[config.mk]
export PLATFORM = sky130hd
export DESIGN_NAME = lcd_ctrl
export DESIGN_NICKNAME = d
export VERILOG_FILES = /design/src/rtl/lcd_ctrl.sv
export SDC_FILE = /design/constraint.sdc
export NUM_CORES = 1
export LEC_CHECK = 0
export BUFFER_PORTS_ARGS = -buffer_cell sky130_fd_sc_hd__buf_4
export CORE_MARGIN = 2
export CORE_UTILIZATION = 55
export CTS_CLUSTER_DIAMETER = 60
export DETAILED_ROUTE_END_ITERATION = 10
export GPL_ROUTABILITY_DRIVEN = 0
export GPL_TIMING_DRIVEN = 0
export HOLD_SLACK_MARGIN = 0.1
export PLACE_DENSITY = 0.84
export SETUP_SLACK_MARGIN = 0.5
export SLEW_MARGIN = 20
export SYNTH_ARGS = -nofsm -noshare
export SYNTH_HDL_FRONTEND = slang
export SYNTH_SLANG_ARGS = --single-unit
[constraint.sdc]
create_clock -name i_clk -period 4.4 [get_ports i_clk]
set_clock_uncertainty 0.1 [all_clocks]
set_input_delay 1.1 -clock i_clk [delete_from_list [all_inputs] [get_ports i_clk]]
set_output_delay 1.1 -clock i_clk [all_outputs]
set_load 0.1 [all_outputs]
[src/rtl/lcd_ctrl.sv]
// lcd_ctrl: write-only character-LCD bus sequencer fed by a toggle-to-go register,
// with a one-deep pending slot and a sticky overflow flag.
module lcd_ctrl #(
  parameter int T_SETUP     = 4,
  parameter int T_EN        = 12,
  parameter int T_HOLD      = 2,
  parameter int T_EXEC      = 2000,
  parameter int T_EXEC_LONG = 76000
) (
  input  logic        i_clk,
  input  logic        i_reset,
  input  logic [31:0] i_lcd_reg,
  output logic [7:0]  o_lcd_data,
  output logic        o_lcd_rs,
  output logic        o_lcd_rw,
  output logic        o_lcd_en,
  output logic        o_lcd_on,
  output logic [31:0] o_status
);
  localparam int CW = $clog2(T_EXEC_LONG) > 17 ? $clog2(T_EXEC_LONG) : 17;
  typedef enum logic [2:0] {IDLE, SETUP, EN_HI, HOLD, WAIT} state_t;
  state_t        state;
  logic [CW-1:0] cnt;
  logic [7:0]    pend_data;
  logic          go_q, pend_valid, pend_rs, ovf, req, last, final_wait, mid, long_cmd, unused_bits;
  assign req         = i_lcd_reg[11] ^ go_q;
  assign last        = cnt == '0;
  assign final_wait  = state == WAIT && last;
  assign mid         = state != IDLE && !final_wait;
  assign long_cmd    = !o_lcd_rs && (o_lcd_data inside {8'h01, 8'h02, 8'h03});
  assign o_lcd_rw    = 1'b0;
  assign o_status    = {29'b0, ovf, pend_valid, (state != IDLE) | pend_valid};
  assign unused_bits = ^{i_lcd_reg[29:12], i_lcd_reg[10], i_lcd_reg[8]};
  // A request landing on the final WAIT cycle never overflows: the pending slot drains that same edge.
  always_ff @(posedge i_clk or negedge i_reset)
    if (!i_reset) begin
      state      <= IDLE;
      cnt        <= '0;
      go_q       <= 1'b0;
      pend_valid <= 1'b0;
      pend_rs    <= 1'b0;
      pend_data  <= '0;
      ovf        <= 1'b0;
      o_lcd_data <= '0;
      o_lcd_rs   <= 1'b0;
      o_lcd_en   <= 1'b0;
      o_lcd_on   <= 1'b0;
    end else begin
      go_q       <= i_lcd_reg[11];
      o_lcd_on   <= i_lcd_reg[31];
      ovf        <= (req && pend_valid && mid) ? 1'b1 : i_lcd_reg[30] ? 1'b0 : ovf;
      pend_valid <= final_wait ? pend_valid & req : mid ? pend_valid | req : pend_valid;
      if (req && (final_wait || !pend_valid)) begin
        pend_rs   <= i_lcd_reg[9];
        pend_data <= i_lcd_reg[7:0];
      end
      if (!last) cnt <= cnt - 1'b1;
      case (state)
        IDLE: if (req) begin
          state      <= SETUP;
          cnt        <= CW'(T_SETUP - 1);
          o_lcd_rs   <= i_lcd_reg[9];
          o_lcd_data <= i_lcd_reg[7:0];
        end
        SETUP: if (last) begin
          state    <= EN_HI;
          cnt      <= CW'(T_EN - 1);
          o_lcd_en <= 1'b1;
        end
        EN_HI: if (last) begin
          state    <= HOLD;
          cnt      <= CW'(T_HOLD - 1);
          o_lcd_en <= 1'b0;
        end
        HOLD: if (last) begin
          state <= WAIT;
          cnt   <= long_cmd ? CW'(T_EXEC_LONG - 1) : CW'(T_EXEC - 1);
        end
        WAIT: if (last) begin
          state <= (pend_valid || req) ? SETUP : IDLE;
          cnt   <= (pend_valid || req) ? CW'(T_SETUP - 1) : '0;
          if (pend_valid || req) begin
            o_lcd_rs   <= pend_valid ? pend_rs : i_lcd_reg[9];
            o_lcd_data <= pend_valid ? pend_data : i_lcd_reg[7:0];
          end
        end
        default: state <= IDLE;
      endcase
    end
endmodule

==> summary.txt, run 1 <==
Outcome
  – Status: finished, final reports clean

Clocking
  – CTS buffer count: 5
  – Clk_lat worst skew: 0.30 ns
  – Clock sinks: 43
  – Clock root buffer: clkbuf_8
  – Clock-pin slew on the worst setup and hold paths: roughly 0.08 ns
  – Clock Path Buffers: 2
  – Post-CTS Setup Bufs: 0
  – H-tree level count: 2
  – CTS tree: built
  – # hold bufs at CTS: 0
  – Post-cts sizing count: 0

Yosys
  – Cells after Synth: 256
  – Share of synthesized registers carrying an async set or reset: 100%
  – Synth unique cells: 49
  – Ys flop type: dfrtp_1
  – FF+latch count, synth: 43
  – Area share of the largest cell type after synthesis: 40.5%
  – Synth Cell Area: 2650 um^2
  – Sequential-to-total area share from yosys stat: 40.5%
  – Synth area leaders: dfrtp_1 41%, buf_4 9.3%, mux2_4 5.1%
  – Largest area contributor in the netlist: dfrtp_1
  – Number of flops mapped to enable cells by yosys: 0
  – Yosys warns: 0
  – Mean Syn Cell Area: 10.4 um^2

Setup path
  – CP max FO: 10
  – Crit path max-delay family: simple AND/OR/NAND/NOR gates
  – Crit Path Category: register to output port
  – Setup crit end kind: output port
  – WP buf/inv: 3
  – CP Cell Sequence: clkbuf_1, or2_2, clkbuf_1, or3_1, buf_4
  – Required time of the worst setup path: 3.20 ns
  – CP startpoint kind: register
  – Slowest cell on crit path: dfrtp_1
  – CP dominant cell by count: clkbuf_1
  – WP data arrival: roughly 2 ns
  – CP peak stage delay: ~0.37 ns

Finish
  – N_diodes: 0
  – Fin util: 66.4%
  – Post-layout nets: 355
  – Area Overhead vs Synth: 17.4%
  – Commonest non-fill, non-tap cell in the layout: buf_4
  – Share of layout cells above drive strength 1: 32.0%
  – Fin cells: 373
  – Most frequent cells in the layout: 60 x buf_4, 43 x dfrtp_1, 30 x conb_1, 12 x o21ai_0

Global routing
  – Gr usage total: a little over a fifth
  – First-pass GRT wire length: 8890 um
  – Global route overflow: 0
  – Largest net degree at the start of global routing: 44
  – Initial antenna violation count: 0
  – Vias in the first global route: 1962

Drt
  – Final ANT Viol Nets: 0
  – Routed wire length: 5270 um
  – Routed via count: between 2000 and 2500
  – Detailed Routing Iterations Pass 1: 4
  – Drt first-iter violations: 114
  – Wire per inst: 14.1 um
  – Drt via density: about 5.4
  – DR DRC count: 0

STA
  – RSZ-0062 raised after global routing: false
  – Final setup viols: 0
  – Slew Viols, Final: 0
  – Setup TNS Final: 0 ns
  – Measured slew at the worst slew-check pin: 0.664 ns
  – Tmin final: ~3.2 ns
  – Hold Fails Final Rpt: 0
  – Slew margin rel.: 55.5%
  – Fmax: approximately 310 MHz
  – Crit share post-route: 73.7%

Placement
  – IO Port Bufs: 27
  – Placed Instances: 366
  – Hpwl dp: 3940 um

Floorplan
  – Number of core rows: 25
  – Die area: 5400 um^2
  – Core area: 4690 um^2
  – Ports: 78
  – Initial Util: 56.6%
  – Die H: 73.5 um
  – Die width: 73.5 um

Power and ir drop
  – Peak supply drop: 0.503 mV
  – Pleak: 0.00144 uW
  – PD cells: 688 nW/um^2

Job
  – Max Cap Viol: 0

Worst hold path
  – Worst Hold Class: register to register
synthesized netlist by cell type, drive strengths merged (2+ instances only):
cell and number:
ha 2, mux2 28, and3 3, clkbuf 11, a21oi 12, o31ai 3
nand3 7, buf 37, inv 6, a2111oi 4, nor3 7, dfrtp 43
or4 2, a21o 2, nand4 2, or3 7, and2 3, nor4 7
xor2 2, nand2 7, o211ai 5, xnor2 10, a211oi 7, nor2 11
o21ai 12, or2 4
per-stage QoR:
step	setup WS [ns]	power (uW)	hold slack, ns	area [um^2]
floorplan	1.49	1660	0.342	2760
global placement	1.44	1870	0.368	3030
CTS	1.17	2140	0.391	3120
finish	1.16	2140	0.383	3120
global route	1.07	2250	0.411	3120
detailed placement	1.39	1900	0.377	3030
worst register-to-register path: cells and delay by family (launching register included):
kind | cells | cell delay, ns
buffers and inverters | 3 | 0.59
adder cells (fa/ha/maj) | 1 | 0.31
AO/OA/AOI/OAI | 3 | 0.26
AND/OR/NAND/NOR | 4 | 1.27
flip-flops | 1 | 0.43
sequential cells by signal, summed over array words and instances (netlist names), 3 cells and up:
| name | flops |
|---|---|
| cnt | 17 |
| pend_data | 8 |
| o_lcd_data | 8 |
| state | 3 |
kinds of logic after synthesis:
logic type | share of synthesized area (%)
AOI/OAI and AO/OA | 14.4
xor gates and xnor gates | 3.96
and+or+nand+nor | 14.1
DFF | 40.5
muxes | 13.2
buffers and inverters | 12.7
adders and majority gates | 0.943
other | 0.141
report_power, final:
| part | internal, uW | switching, uW |
|---|---|---|
| Clock | 109 | 137 |
| Sequential | 533 | 122 |
| Combinational | 384 | 857 |
| Total | 1030 | 1120 |
final cells by class:
cell class,count,area (um^2)
plain buffers,48,315
clock buffers,5,68.8
flip-flops and latches,43,1080
fillers,373,1580
repair buffers,27,203
multi-input cells,188,1350
well taps,54,67.6
inverters,6,22.5
clock inverters,2,13.8
final timing paths:
check,slack (ns),startpoint,depth (start not counted),end
hold / removal,0.38,cnt[6]$_DFF_PN0_,1,cnt[6]$_DFF_PN0_
min in group asynchronous,0.67,i_reset,1,cnt[6]$_DFF_PN0_
max in group asynchronous,3.13,i_reset,1,cnt[5]$_DFF_PN0_
setup reg to reg,1.35,cnt[3]$_DFF_PN0_,11,cnt[0]$_DFF_PN0_
hold reg to reg,0.38,cnt[6]$_DFF_PN0_,1,cnt[6]$_DFF_PN0_
setup / recovery,1.16,state[0]$_DFFE_PN0P_,5,o_status[0]
routing by layer:
| metal | up-vias | part of all wire, % | GRT usage [%] |
|---|---|---|---|
| met5 | - | 0 | 0 |
| met4 | 0 | 1.2 | 6.87 |
| met1 | 970 | 43 | 26.5 |
| met3 | 7 | 4.3 | 3.70 |
| li1 | 986 | - | - |
| met2 | 52 | 52 | 36.5 |
Note: power is estimated with default switching activity, not from simulation.
==> run 2, diff against run 1 <==
Settings changed: CORE_UTILIZATION 55 to 47, PLACE_DENSITY 0.84 to 0.77.
Clock period 4.4 ns to 2.9 ns, I/O delays scaled along.
==> summary.txt, run 2 (synthesized netlist as in run 1, its figures left out) <==
STA
  – Crit share post-route: 86.8%
  – Final setup viols: 0 (unchanged)
  – Setup WS post-layout: 0.382 ns (was 1.16 ns)
  – RSZ-0062 raised after global routing: true (was false)
  – Fmax: 397 MHz
  – Slew Viols, Final: 0 (unchanged)
  – Tmin final: 2.52 ns
  – Slew margin rel.: 63.2% (was 55.5%)
  – Setup TNS Final: 0 ns (unchanged)
  – Hold Fails Final Rpt: 0 (unchanged)
  – Measured slew at the worst slew-check pin: 0.553 ns (was 0.664 ns)

Power and ir drop
  – Peak supply drop: 0.811 mV (was 0.503 mV)
  – PD cells: 1040 nW/um^2 (was 688 nW/um^2)
  – Pleak: 0.00167 uW (was 0.00144 uW)

Finish
  – Top flop regs: cnt: 17 flops, o_lcd_data: 8 flops, pend_data: 8 flops (unchanged)
  – Most frequent cells in the layout: 73 x buf_4, 42 x dfrtp_1, 30 x conb_1, 18 x mux2_4, 11 x nor2_1 (was 60 x buf_4, 43 x dfrtp_1, 30 x conb_1, 12 x o21ai_0)
  – Largest register FFs: 17 (unchanged)
  – Post-layout nets: 371 (was 355)
  – Largest register by flop count: cnt (unchanged)
  – Commonest non-fill, non-tap cell in the layout: buf_4 (unchanged)
  – Area Overhead vs Synth: 34.2% (was 17.4%)
  – N_diodes: 0 (unchanged)
  – Share of layout cells above drive strength 1: 47.3% (was 32.0%)

Setup path
  – Crit Path Category: register to output port (unchanged)
  – Required time of the worst setup path: 2.08 ns (was 3.20 ns)
  – CP max FO: 3 (was 10)
  – WP data arrival: 1.69 ns (was 2.04 ns)
  – CP startpoint kind: register (unchanged)
  – Setup crit end kind: output port (unchanged)

Drt
  – Wire per inst: 15.4 um (was 14.1 um)
  – Detailed Routing Iterations Pass 1: 4 (unchanged)
  – DR DRC count: 0 (unchanged)
  – Drt via density: 5.28 (was 5.40)
  – Routed wire length: 6260 um (was 5270 um)
  – Final ANT Viol Nets: 0 (unchanged)
  – Drt first-iter violations: 131 (was 114)
  – Routed via count: 2156 (was 2015)

Placement
  – Post-place setup slack: 0.144 ns (was 1.39 ns)
  – IO Port Bufs: 27 (unchanged)
  – Hpwl dp: 3960 um (was 3940 um)

Global routing
  – Global route overflow: 0 (unchanged)
  – Initial antenna violation count: 0 (unchanged)
  – Vias in the first global route: 2103 (was 1962)
  – Gr usage total: 20.5% (was 21.0%)
  – Largest net degree at the start of global routing: 44 (unchanged)
  – First-pass GRT wire length: 10100 um (was 8890 um)

Clocking
  – Clock-pin slew on the worst setup and hold paths: 0.09 ns (was 0.08 ns)
  – CTS tree: built (unchanged)
  – Clock root buffer: clkbuf_8 (unchanged)
  – CTS buffer count: 5 (unchanged)
  – Clock Path Buffers: 2 (unchanged)
  – Clock sinks: 43 (unchanged)
  – H-tree level count: 2 (unchanged)
  – Clk_lat worst skew: 0.31 ns (was 0.30 ns)

Outcome
  – Status: finished, final reports clean (unchanged)

Floorplan
  – Number of core rows: 27 (was 25)
  – Initial Util: 48.5% (was 56.6%)
  – Die area: 6260 um^2 (was 5400 um^2)
  – Core area: 5470 um^2 (was 4690 um^2)
  – Ports: 78 (unchanged)
  – Die H: 79.1 um (was 73.5 um)
  – Die width: 79.1 um (was 73.5 um)

Job
  – Max Cap Viol: 0 (unchanged)

Worst hold path
  – Worst Hold Class: input port to async pin (was register to register)
==> run 2: path summary, 6_finish.rpt <==
| kind | end | cells past startpoint | start | slack, ns |
|---|---|---|---|---|
| setup / recovery | o_status[0] | 5 | state[0]$_DFFE_PN0P_ | 0.38 |
| hold / removal | cnt[3]$_DFF_PN0_ | 1 | i_reset | 0.30 |
| max in group asynchronous | cnt[14]$_DFF_PN0_ | 1 | i_reset | 2.01 |
| setup reg to reg | cnt[13]$_DFF_PN0_ | 7 | cnt[5]$_DFF_PN0_ | 0.47 |
| min in group i_clk | cnt[2]$_DFF_PN0_ | 1 | cnt[2]$_DFF_PN0_ | 0.41 |
| hold reg to reg | cnt[2]$_DFF_PN0_ | 1 | cnt[2]$_DFF_PN0_ | 0.41 |
==> run 2: per-layer routing <==
layer	up-vias	share of wire [%]	track usage (%)
li1	1016	-	-
met1	1056	42	26.0
met2	77	51	35.3
met3	7	6.0	4.89
met4	0	0.94	5.17
met5	-	0	0
==> run 2: final cells by class <==
type	count	area, um^2
sequential	43	1080
fill	433	1910
inverter	6	27.5
timing repair buffer	43	343
clock inverter	2	16.3
clock buffer	6	82.6
multi-input combinational	188	1540
tap	72	90.1
buffer	48	382
==> run 2: critical path: stages, from the launching register on <==
cell and delay [ns]:
dfrtp_1 0.38, clkbuf_8 0.13, or2_4 0.24, buf_8 0.12, or3_4 0.33, buf_12 0.17
==> run 2: stage by stage <==
step | hold WS, ns | area, um^2 | power (uW) | cells | utilization, %
floorplan | 0.329 | 2770 | 2520 | 285 | -
global placement | 0.368 | 3060 | 2850 | 384 | 55.9
detailed placement | 0.379 | 3060 | 2890 | 384 | 55.9
CTS | 0.324 | 3490 | 3580 | 406 | 63.8
global route | 0.359 | 3560 | 3900 | 408 | 65.1
finish | 0.298 | 3560 | 3720 | 408 | 65.1
==> run 2: report_power, final <==
part	total (uW)	internal, uW	switching (uW)
clock network	417	194	222
registers	1020	810	211
logic	2280	808	1480
==> run 2: timing repair <==
action,in CTS,in global routing
gates cloned,1,0
gates resized for setup,59,16
pin swaps,16,8
setup buffers,13,2
setup endpoints to repair,35,34
hold buffers,0,0
==> run 3, diff against run 2 <==
Settings changed: BUFFER_PORTS_ARGS -buffer_cell sky130_fd_sc_hd__buf_4 to -buffer_cell sky130_fd_sc_hd__buf_2, CTS_CLUSTER_SIZE set to 25.
==> summary.txt, run 3 (synthesized netlist as in run 1, its figures left out) <==
Placement
  – Hpwl dp: 3950 um (was 3960 um)
  – Post-place setup slack: 0.164 ns (was 0.144 ns)
  – Placed Instances: 384 (unchanged)
  – IO Port Bufs: 27 (unchanged)
  – Placed cell area: 2990 um^2 (was 3060 um^2)

Floorplan
  – Die H: 79.1 um (unchanged)
  – Number of core rows: 27 (unchanged)
  – Core area: 5470 um^2 (unchanged)
  – Die area: 6260 um^2 (unchanged)
  – Initial Util: 48.5% (unchanged)
  – Ports: 78 (unchanged)
  – Die width: 79.1 um (unchanged)

Drt
  – Detailed Routing Iterations Pass 1: 5 (was 4)
  – Routed wire length: 6370 um (was 6260 um)
  – Final ANT Viol Nets: 0 (unchanged)
  – Wire per inst: 15.4 um (about the same)
  – DR DRC count: 0 (unchanged)
  – Drt via density: 5.10 (was 5.28)
  – Routed via count: 2103 (was 2156)
  – Drt first-iter violations: 115 (was 131)

Finish
  – Fin cells: 412 (was 408)
  – Share of layout cells above drive strength 1: 48.5% (was 47.3%)
  – Post-layout nets: 375 (was 371)
  – Area Overhead vs Synth: 34.3% (was 34.2%)
  – Largest register by flop count: cnt (unchanged)
  – Most frequent cells in the layout: 50 x buf_4, 43 x dfrtp_1, 30 x conb_1, 26 x buf_2, 18 x mux2_4 (was 73 x buf_4, 42 x dfrtp_1, 30 x conb_1, 18 x mux2_4, 11 x nor2_1)
  – Final instance area: 3560 um^2 (about the same)
  – Top flop regs: cnt: 17 flops, o_lcd_data: 8 flops, pend_data: 8 flops (unchanged)
  – Commonest non-fill, non-tap cell in the layout: buf_4 (unchanged)
  – N_diodes: 0 (unchanged)
  – Largest register FFs: 17 (unchanged)

STA
  – Setup TNS Final: 0 ns (unchanged)
  – Slew margin rel.: 35.0% (was 63.2%)
  – Measured slew at the worst slew-check pin: 0.975 ns (was 0.553 ns)
  – Crit share post-route: 86.9% (was 86.8%)
  – Slew Viols, Final: 0 (unchanged)
  – Tmin final: 2.52 ns (about the same)
  – RSZ-0062 raised after global routing: true (unchanged)
  – Hold Fails Final Rpt: 0 (unchanged)
  – Final setup viols: 0 (unchanged)
  – Fmax: 397 MHz (about the same)
  – Setup WS post-layout: 0.379 ns (was 0.382 ns)

Setup path
  – CP max FO: 2 (was 3)
  – CP startpoint kind: register (unchanged)
  – Crit path max-delay family: simple AND/OR/NAND/NOR gates (unchanged)
  – Required time of the worst setup path: 2.08 ns (about the same)
  – Crit Path Category: register to output port (unchanged)
  – WP buf/inv: 3 (unchanged)
  – Crit path to: o_status[0] (unchanged)
  – WP data arrival: 1.70 ns (was 1.69 ns)
  – Slowest cell on crit path: dfrtp_1 (unchanged)
  – Worst path depth: 5 (unchanged)
  – Reg-to-reg startpoint: cnt[6]$_DFF_PN0_ (was cnt[5]$_DFF_PN0_)
  – CP peak stage delay: 0.38 ns (about the same)
  – R2R Path End: o_lcd_data[0]$_DFFE_PN0P_ (was cnt[13]$_DFF_PN0_)
  – Setup crit end kind: output port (unchanged)
  – Worst R2R Path Depth: 7 (unchanged)
  – Reg2Reg Setup Slack: 0.45 ns (was 0.47 ns)
  – CP Cell Sequence: clkbuf_8, or2_4, buf_8, or3_4, buf_12 (unchanged)
  – Worst Setup SP: state[0]$_DFFE_PN0P_ (unchanged)

Global routing
  – Global route overflow: 0 (unchanged)
  – Gr usage total: 20.8% (was 20.5%)
  – First-pass GRT wire length: 10300 um (was 10100 um)
  – Initial antenna violation count: 0 (unchanged)
  – Vias in the first global route: 2093 (was 2103)
  – Largest net degree at the start of global routing: 44 (unchanged)

Power and ir drop
  – Pleak: 0.00168 uW (was 0.00167 uW)
  – Clock network fraction of total power: 11.2% (about the same)
  – Peak supply drop: 1.25 mV (was 0.811 mV)
  – Comb power frac: 61.7% (was 61.4%)
  – Pwr Total: 3750 uW (was 3720 uW)
  – NetSw: 1970 uW (was 1910 uW)
  – Internal power: 1780 uW (was 1810 uW)
  – Sequential share of power: 27.1% (was 27.4%)
  – PD cells: 1050 nW/um^2 (was 1040 nW/um^2)
  – Sw frac: 52.6% (was 51.3%)

Job
  – Max Cap Viol: 0 (unchanged)

Clocking
  – Clock-pin slew on the worst setup and hold paths: 0.09 ns (about the same)
  – CTS buffer count: 5 (unchanged)
  – # hold bufs at CTS: 0 (unchanged)
  – CTS tree: built (unchanged)
  – H-tree level count: 2 (unchanged)
  – Clock root buffer: clkbuf_8 (unchanged)
  – Clk_lat worst skew: 0.31 ns (about the same)
  – Clock Path Buffers: 2 (unchanged)
  – Clock sinks: 43 (unchanged)

Outcome
  – Status: finished, final reports clean (unchanged)

Worst hold path
  – Worst Hold Class: register to register (was input port to async pin)
-- run 3: area by class of cell --
cell class,instances,area (um^2)
Sequential cell,43,1080
Multi-Input combinational cell,188,1580
Fill cell,448,1910
Inverter,6,27.5
Clock inverter,3,26.3
Tap cell,72,90.1
Clock buffer,5,68.8
Timing Repair Buffer,47,312
Buffer,48,388
-- run 3: worst min path at each step --
stage	from	endpoint	slack, ns	cells after the start
after detailed placement	pend_data[6]$_DFFE_PN0P_	pend_data[6]$_DFFE_PN0P_	0.38	1
after global routing	i_lcd_reg[31]	o_lcd_on$_DFF_PN0_	0.42	1
after global placement	pend_data[1]$_DFFE_PN0P_	pend_data[1]$_DFFE_PN0P_	0.37	1
after CTS	pend_data[2]$_DFFE_PN0P_	pend_data[2]$_DFFE_PN0P_	0.42	1
after floorplan	i_reset	cnt[0]$_DFF_PN0_	0.33	0
final	pend_data[6]$_DFFE_PN0P_	pend_data[6]$_DFFE_PN0P_	0.42	1
-- run 3: power by group through the flow --
stage | Combinational, uW | Clock [uW] | Sequential [uW]
6_report | 2310 | 421 | 1020
5_1_grt | 2450 | 446 | 1050
4_1_cts | 2100 | 425 | 1000
3_5_place_dp | 1850 | 0 | 1000
3_3_place_gp | 1810 | 0 | 989
2_1_floorplan | 1090 | 0 | 1420
-- run 3: metal layers --
metal | global-route usage (%) | up-vias | part of all wire [%]
met5 | 0 | - | 0
met4 | 5.00 | 0 | 1.2
met3 | 4.43 | 10 | 5.6
met2 | 35.9 | 74 | 53
met1 | 26.6 | 996 | 40
li1 | - | 1023 | -
-- run 3: metrics by stage --
| step | util (%) | hold WS (ns) |
|---|---|---|
| after floorplan | - | 0.329 |
| after global placement | 54.7 | 0.368 |
| after detailed placement | 54.7 | 0.377 |
| after CTS | 62.3 | 0.415 |
| after global routing | 65.1 | 0.418 |
| final | 65.1 | 0.418 |
-- run 3: what timing repair did --
item	4_1_cts	5_1_grt
pin swaps	12	18
setup endpoints to repair	36	40
gates resized for setup	57	31
buffers inserted	12	7
cloned	1	0
